<file path="src/rtl/hex_pkg.sv">
// Shared constants and encodings for the hex digit counter and its rate divider.
package hex_pkg;

   localparam int DIGIT_W = 4;

   localparam logic [DIGIT_W-1:0] HEX_MAX = 4'hF;
   localparam logic [DIGIT_W-1:0] HEX_MIN = 4'h0;

   typedef enum logic [1:0] {
      RATE_FULL    = 2'd0,
      RATE_HALF    = 2'd1,
      RATE_QUARTER = 2'd2,
      RATE_EVERY   = 2'd3
   } rate_sel_e;

endpackage

</file>
<file path="src/rtl/hex_digit_counter_if.sv">
// Control and digit-output bundle between a display controller and the hex digit counter.
interface hex_digit_counter_if;
   import hex_pkg::*;

   logic               enable;
   logic               load;
   logic [DIGIT_W-1:0] load_value;
   logic               up;
   logic [1:0]         rate_sel;
   logic               c0;
   logic               c1;
   logic               c2;
   logic               c3;
   logic               tick;
   logic               wrap;

   modport master (
      output enable, load, load_value, up, rate_sel,
      input  c0, c1, c2, c3, tick, wrap
   );

   modport slave (
      input  enable, load, load_value, up, rate_sel,
      output c0, c1, c2, c3, tick, wrap
   );

endinterface

</file>
<file path="src/rtl/rate_divider.sv">
// Enabled cycle counter; flags an advance once the count reaches or passes the limit.
module rate_divider #(
   parameter int DIV_W = 26
) (
   input  logic             clock,
   input  logic             reset,
   input  logic             enable,
   input  logic             clear,
   input  logic [DIV_W-1:0] limit,
   output logic             advance
);

   logic [DIV_W-1:0] count;
   logic             at_limit;

   // >= rather than == so a lowered limit fires at once instead of wrapping the counter
   assign at_limit = (count >= limit);
   assign advance  = enable && !clear && at_limit;

   always_ff @(posedge clock) begin
      if (reset || clear) begin
         count <= '0;
      end else if (enable) begin
         if (at_limit) count <= '0;
         else          count <= count + DIV_W'(1);
      end
   end

endmodule

</file>
<file path="src/rtl/hex_digit_counter.sv">
// Rate-divided 4-bit up/down digit with parallel load and registered tick/wrap pulses.
module hex_digit_counter
   import hex_pkg::*;
#(
   parameter int DIV_MAX = 49_999_999,
   parameter int DIV_W   = 26
) (
   input  logic                clock,
   input  logic                reset,
   hex_digit_counter_if.slave  bus
);

   localparam logic [DIV_W-1:0] LIM_FULL    = DIV_W'(DIV_MAX);
   localparam logic [DIV_W-1:0] LIM_HALF    = DIV_W'(DIV_MAX >> 1);
   localparam logic [DIV_W-1:0] LIM_QUARTER = DIV_W'(DIV_MAX >> 2);

   logic [DIV_W-1:0]   limit;
   logic               advance;
   logic [DIGIT_W-1:0] digit;
   logic               tick_q;
   logic               wrap_q;

   always_comb begin
      limit = LIM_FULL;
      case (rate_sel_e'(bus.rate_sel))
         RATE_FULL:    limit = LIM_FULL;
         RATE_HALF:    limit = LIM_HALF;
         RATE_QUARTER: limit = LIM_QUARTER;
         RATE_EVERY:   limit = '0;
         default:      limit = LIM_FULL;
      endcase
   end

   rate_divider #(.DIV_W(DIV_W)) u_div (
      .clock   (clock),
      .reset   (reset),
      .enable  (bus.enable),
      .clear   (bus.load),
      .limit   (limit),
      .advance (advance)
   );

   // advance is already gated by load, so load wins over counting here
   always_ff @(posedge clock) begin
      if (reset) begin
         digit  <= HEX_MIN;
         tick_q <= 1'b0;
         wrap_q <= 1'b0;
      end else if (bus.load) begin
         digit  <= bus.load_value;
         tick_q <= 1'b0;
         wrap_q <= 1'b0;
      end else if (advance) begin
         digit  <= bus.up ? digit + DIGIT_W'(1) : digit - DIGIT_W'(1);
         tick_q <= 1'b1;
         wrap_q <= bus.up ? (digit == HEX_MAX) : (digit == HEX_MIN);
      end else begin
         tick_q <= 1'b0;
         wrap_q <= 1'b0;
      end
   end

   assign bus.c0   = digit[0];
   assign bus.c1   = digit[1];
   assign bus.c2   = digit[2];
   assign bus.c3   = digit[3];
   assign bus.tick = tick_q;
   assign bus.wrap = wrap_q;

endmodule

</file>
<file path="src/flat_wrapper.sv">
// flat-port wrapper written by rule: the top's interface ports become plain ports
module hex_digit_counter_flat import hex_pkg::*;
#(
   parameter int DIV_MAX = 49_999_999,
   parameter int DIV_W   = 26
)
  (clock, reset, bus_enable, bus_load, bus_load_value, bus_up, bus_rate_sel, bus_c0, bus_c1, bus_c2, bus_c3, bus_tick, bus_wrap);
  hex_digit_counter_if bus_i ();
  input  logic clock;
  input  logic reset;
  input wire logic [$bits(bus_i.enable)-1:0] bus_enable;
  input wire logic [$bits(bus_i.load)-1:0] bus_load;
  input wire logic [$bits(bus_i.load_value)-1:0] bus_load_value;
  input wire logic [$bits(bus_i.up)-1:0] bus_up;
  input wire logic [$bits(bus_i.rate_sel)-1:0] bus_rate_sel;
  output wire logic [$bits(bus_i.c0)-1:0] bus_c0;
  output wire logic [$bits(bus_i.c1)-1:0] bus_c1;
  output wire logic [$bits(bus_i.c2)-1:0] bus_c2;
  output wire logic [$bits(bus_i.c3)-1:0] bus_c3;
  output wire logic [$bits(bus_i.tick)-1:0] bus_tick;
  output wire logic [$bits(bus_i.wrap)-1:0] bus_wrap;
  assign bus_i.enable = bus_enable;
  assign bus_i.load = bus_load;
  assign bus_i.load_value = bus_load_value;
  assign bus_i.up = bus_up;
  assign bus_i.rate_sel = bus_rate_sel;
  assign bus_c0 = bus_i.c0;
  assign bus_c1 = bus_i.c1;
  assign bus_c2 = bus_i.c2;
  assign bus_c3 = bus_i.c3;
  assign bus_tick = bus_i.tick;
  assign bus_wrap = bus_i.wrap;
  hex_digit_counter #(.DIV_MAX(DIV_MAX), .DIV_W(DIV_W)) u_core (.clock(clock), .reset(reset), .bus(bus_i));
endmodule
</file>
<file path="config.mk">
export PLATFORM = sky130hd
export DESIGN_NAME = hex_digit_counter_flat
export DESIGN_NICKNAME = d
export VERILOG_FILES = /design/src/rtl/hex_pkg.sv /design/src/rtl/hex_digit_counter_if.sv /design/src/rtl/rate_divider.sv /design/src/rtl/hex_digit_counter.sv /design/src/flat_wrapper.sv
export SDC_FILE = /design/constraint.sdc
export NUM_CORES = 1
export LEC_CHECK = 0
export BUFFER_PORTS_ARGS = -buffer_cell sky130_fd_sc_hd__clkbuf_2
export CORE_MARGIN = 1
export CORE_UTILIZATION = 30
export DETAILED_ROUTE_END_ITERATION = 7
export PLACE_DENSITY = 0.42
export SETUP_SLACK_MARGIN = 0.05
export SYNTH_ARGS = -nofsm -noshare
export SYNTH_HDL_FRONTEND = slang
export SYNTH_SLANG_ARGS = --single-unit
</file>
<file path="constraint.sdc">
create_clock -name clock -period 7.2 [get_ports clock]
set_input_delay 0.72 -clock clock [delete_from_list [all_inputs] [get_ports clock]]
set_output_delay 0.72 -clock clock [all_outputs]
set_load 0.005 [all_outputs]
</file>
* Word level (Yosys, flattened, before mapping)
Index checks and enable logic that the tools add are counted.
** Word-level totals
- Bits in registers :: 32
** Cells by class
- $lt $le $gt $ge :: 1
- Mux-type cells :: 7
- Add/sub/neg operators :: 3
- Eq/ne operators :: 4
- Bitwise operators :: 1
- Reductions and logical operators :: 9
** Operators with widths (count)
- $pmux 26 s4 :: 1
- $add 26x1->26 const B :: 1
- $ge 26x26->1 :: 1
- $mux 26 :: 1
- $mux 4 :: 3
- $add 4x1->4 const B :: 1
- $eq 2x2->1 const B :: 2
- $eq 4x4->1 const B :: 1
- $logic_not 4->1 :: 1
- $sub 4x1->4 const B :: 1
- $reduce_or 3->1 :: 1
- $eq 2x1->1 const B :: 1
- $logic_and 1x1->1 :: 2
- $logic_not 2->1 :: 1
- $mux 1 :: 2
- $reduce_bool 2->1 :: 1
- $reduce_or 2->1 :: 1
- $logic_not 1->1 :: 1
- $logic_or 1x1->1 :: 1
- $not 1->1 :: 1

* Longest topological paths before layout
- Depth after elaboration :: 6
- Mapped depth :: 14

* Hierarchy
From an unflattened synthesis, not the netlist that was laid out.
** Unflattened totals
- Cell total of the unflattened synthesis :: 285
- Area total of the unflattened synthesis :: 2379.8 µm²
** By module, submodules not included
- rate_divider :: cells an instance 238, seq. area each 520.5 µm², instances 1, area an instance 1949.4 µm²
- hex_digit_counter :: cells an instance 47, seq. area each 120.1 µm², instances 1, area an instance 430.4 µm²

* Worst setup path after synthesis
No wires, ideal clock.
- Kind :: input to register
- Start point :: input port bus_rate_sel[1]
- End point :: register u_core.digit[3]
- Data required time :: 7.097 ns
- Stages :: 13
- Setup slack :: 4.226 ns
- Arrival :: 2.870 ns
- Library setup time :: 0.103 ns
- Buffers on the path :: 1
- Cells stage by stage :: inv_1 > ha_1 > inv_1 > ha_1 > a21o_1 > a21oi_1 > a211oi_1 > o21ai_0 > or3b_1 > buf_6 > nor2_4 > nor2_1 > a2111oi_2
** On the way
- Word-level cells in the longest chain between the ends :: 5
** Ends and longest elaborated chain
- start, declared :: RTL line flat_wrapper.sv:15 : input wire logic [$bits(bus_i.rate_sel)-1:0] bus_rate_sel;
- $eq 2x2->1 (tied with other cells) :: RTL line hex_digit_counter.sv:25 : case (rate_sel_e'(bus.rate_sel))
- $pmux 26 s4 (*) :: RTL line hex_digit_counter.sv:25
- $ge 26x26->1 (*) :: RTL line rate_divider.sv:17 : assign at_limit = (count >= limit);
- $logic_and 1x1->1 (*) :: RTL line rate_divider.sv:18 : assign advance = enable && !clear && at_limit;
- $reduce_bool 2->1 (no source line) (*)
- end signal, assigned :: RTL line hex_digit_counter.sv:50 : digit <= bus.load_value;
- end signal, assigned :: RTL line hex_digit_counter.sv:54 : digit <= bus.up ? digit + DIGIT_W'(1) : digit - DIGIT_W'(1);
- end, declared :: RTL line hex_digit_counter.sv:19 : logic [DIGIT_W-1:0] digit;
Every way passes the cells marked *; elsewhere a longest branch is shown, timed or not. The select of a mux whose other input is x is not followed.
A chain may end at the register's enable or synchronous reset.

* Final worst setup path
- Start point :: input port bus_rate_sel[0]
- End point :: register u_core.u_div.count[24]
** On the way
- Word-level cells in the longest chain between the ends :: 4
** Ends and longest elaborated chain
- $eq 2x2->1 (tied with other cells) :: RTL line hex_digit_counter.sv:25
- $pmux 26 s4 (*) :: RTL line hex_digit_counter.sv:25
- $ge 26x26->1 (*) :: RTL line rate_divider.sv:17
- $mux 26 (*) :: RTL line rate_divider.sv:24 : if (at_limit) count <= '0;
- end signal, assigned :: RTL line rate_divider.sv:25 : else count <= count + DIV_W'(1);
- end, declared :: RTL line rate_divider.sv:13 : logic [DIV_W-1:0] count;
Marked as above.

==> impl_metrics.json <==
{
  "die-width_um": 88.0,
  "synth_flop_cell": "dfxtp_1",
  "synth_top_area_share_pct": 28.9,
  "n_antenna_cell": 0,
  "synthArstFlopShare_pct": 0,
  "p_seq_share_pct": 49.4,
  "syn_avg_cell_area_um2": 8.50,
  "internal-power_mw": 0.273,
  "maxCapViolCount": 0,
  "hp-class": "reg2reg",
  "crit_cells": 11,
  "hold_viol_final": 0,
  "ys_warn_count": 0,
  "outcome": "finished clean",
  "rsz0062_at_grt": "no",
  "wl_per_cell_um": 13.2,
  "grt-ovfl-total": 0,
  "synth_seq_cells": 32,
  "synth_enable_flop_cells": 0,
  "antenna_found_initial": 0,
  "portBuffers": 16,
  "area_delta_synth_final_pct": 9.42,
  "critPathLaunch": "bus_rate_sel[0]",
  "path_cells": "clkbuf_2 -> ha_1 -> inv_1 -> ha_1 -> a211o_1 -> a32o_1 -> o2111ai_2 -> a41oi_4 -> o21ai_4 -> nand2b_4 -> nor2_1",
  "grt_max_degree": 23,
  "h-tree-depth": 2,
  "cellPowerDensity_nw_per_um2": 152,
  "critPathKind": "in2reg",
  "cts.repair.resized": 0,
  "p_sw_mw": 0.0952,
  "slowest_stage": "ha_1",
  "finalNetCount": 306,
  "start_util_pct": 31.8,
  "worstSetupEndpointType": "flip-flop",
  "synth.area.top_cells": "dfxtp_1 29%, ha_1 11%, xor2_1 7.9%",
  "clk_pin_slew_ns": 0.07,
  "cts_buffers": 5,
  "ys_types": 55,
  "die_y_um": 88.0,
  "power_frac_clock_pct": 39.7,
  "cpMostUsedCell": "ha_1",
  "crit_path_start_kind": "primary input",
  "fin_skew_ns": 0.00651,
  "tns_ns": 0,
  "max_freq_ghz": 0.314,
  "clk-insertion-delay-late_ns": 0.29,
  "routed_wl_um": 4890,
  "seq_area_frac_synth_pct": 28.9,
  "final_common_cell": "nor2_1",
  "holdPathStages": 2,
  "p_sw_share_pct": 25.8,
  "period_share_pct": 44.2,
  "drc": 0,
  "r2r_setup_slack_ns": 4.62,
  "ant_nets": 0,
  "dr.pass1.iters": 4,
  "max-vdd-ir-drop_v": 0.0000594,
  "slowest_delay_ns": 0.47,
  "slew_violations": 0,
  "max_slew_margin_pct": 64.7,
  "cts.sinks": 32,
  "yosys.area.top_type": "dfxtp_1",
  "drt_iter0_markers": 58,
  "cts_tree": "yes",
  "worst_pin_slew_ns": 0.525,
  "synth_area_um2": 2220,
  "rows": 30,
  "path_buf_inv": 2,
  "drive_gt1_share_pct": 13.5,
  "leakagePower_nw": 0.965,
  "rr_startpoint": "u_core.u_div.count[16]$_SDFFE_PP0P_",
  "root_buffer": "clkbuf_8",
  "grt_pass1_vias": 1734,
  "setup_viol": 0,
  "place_hpwl_um": 3570,
  "track_usage_pct": 14.3,
  "grt_pass1_wl_um": 8470,
  "coreArea_um2": 6980,
  "hold_ws_ns": 0.533,
  "dieArea_um2": 7740,
  "critical_path_arrival_ns": 3.40,
  "final_cell_mix": "35 x nor2_1, 32 x dfxtp_1, 24 x nand2_1, 20 x xor2_1, 20 x ha_1",
  "viasPerCell": 4.89,
  "combPwrFrac_pct": 11.0,
  "finalCriticalPeriod_ns": 3.18,
  "cts_hold_buffers": 0,
  "rr_worst_depth": 9,
  "critPathTopFamily": "compound AO/OA/AOI/OAI gates",
  "path_max_fanout": 22,
  "post_cts_buffers": 0,
  "syn-num-nets": 293,
  "cts_buffer_depth": 2,
  "io_pins": 17,
  "synth_cells": 261,
  "crit_required_ns": 7.42,
  "num_vias": 1813,
  "hold_start": "u_core.u_div.count[25]$_SDFFE_PP0P_",
  "gp_congestion": 0.762
}
[sequential cells by signal, summed over array words and instances, names as in the netlist]
signal              cells
u_core.u_div.count     26
u_core.bus.tick         1
u_core.bus.wrap         1
u_core.digit            4
[layout make-up]
class	count	area (um^2)
multi-input cells	206	1450
fillers	788	4550
repair buffers	16	80.1
inverters	13	48.8
clock buffers	8	90.1
flip-flops and latches	32	641
well taps	96	120
[metrics by stage]
stage	setup WS [ns]	instance area, um^2	utilization, %	std cells	total power [mW]
after floorplan	4.23	2220	-	261	0.216
after detailed placement	3.71	2340	33.5	363	0.227
final	4.02	2430	34.8	371	0.368
after CTS	3.97	2430	34.8	371	0.374
after global routing	3.77	2430	34.8	371	0.387
after global placement	3.72	2340	33.5	363	0.227
[path summary, 6_finish.rpt]
kind                                         end
max          u_core.u_div.count[24]$_SDFFE_PP0P_
min          u_core.u_div.count[25]$_SDFFE_PP0P_
max reg2reg  u_core.u_div.count[24]$_SDFFE_PP0P_
min reg2reg  u_core.u_div.count[25]$_SDFFE_PP0P_
[layer usage]
layer	part of all wire, %	GRT usage [%]
met1	53	20.0
met2	43	21.8
met3	1.9	3.02
met5	0	0
met4	1.6	4.47
[worst min-delay path, cell delays in order, from the launching register on]
cell,delay [ns]
dfxtp_1,0.35
xor2_1,0.08
nor2_1,0.07
[cell usage after synthesis, drive strengths merged (2+ instances only)]
library cell and instances:
nor2 37, dfxtp 32, nand2 24, ha 20, xor2 20, nand3 17, a21oi 16, inv 13
buf 9, nand4 8, xnor2 7, nor3 5, and3 4, and4 4, o21ai 4, a21o 3
nand4b 3, o211ai 3, a211oi 2, a32o 2, nor3b 2, nor4 2, o2111ai 2, o22ai 2
or3b 2
[power groups by stage]
stage / clock (mW) / combinational [mW] / sequential, mW
after floorplan: 0 / 0.0307 / 0.185
after global placement: 0 / 0.0407 / 0.186
after detailed placement: 0 / 0.0410 / 0.186
after CTS: 0.151 / 0.0412 / 0.182
after global routing: 0.158 / 0.0470 / 0.182
final: 0.146 / 0.0404 / 0.182
[cells by family (layout without fill, tap and decap cells)]
| kind of cell | count (synthesis) | in the layout | synth area share, % |
|---|---|---|---|
| AND/OR/NAND/NOR | 116 | 116 | 27.4 |
| adder cells (fa/ha/maj) | 21 | 21 | 12.2 |
| XOR/XNOR | 27 | 27 | 10.7 |
| AO/OA/AOI/OAI | 42 | 42 | 15.0 |
| flip-flops | 32 | 32 | 28.9 |
| buffers and inverters | 23 | 37 | 5.87 |
Power figures use the tool's default switching activity.
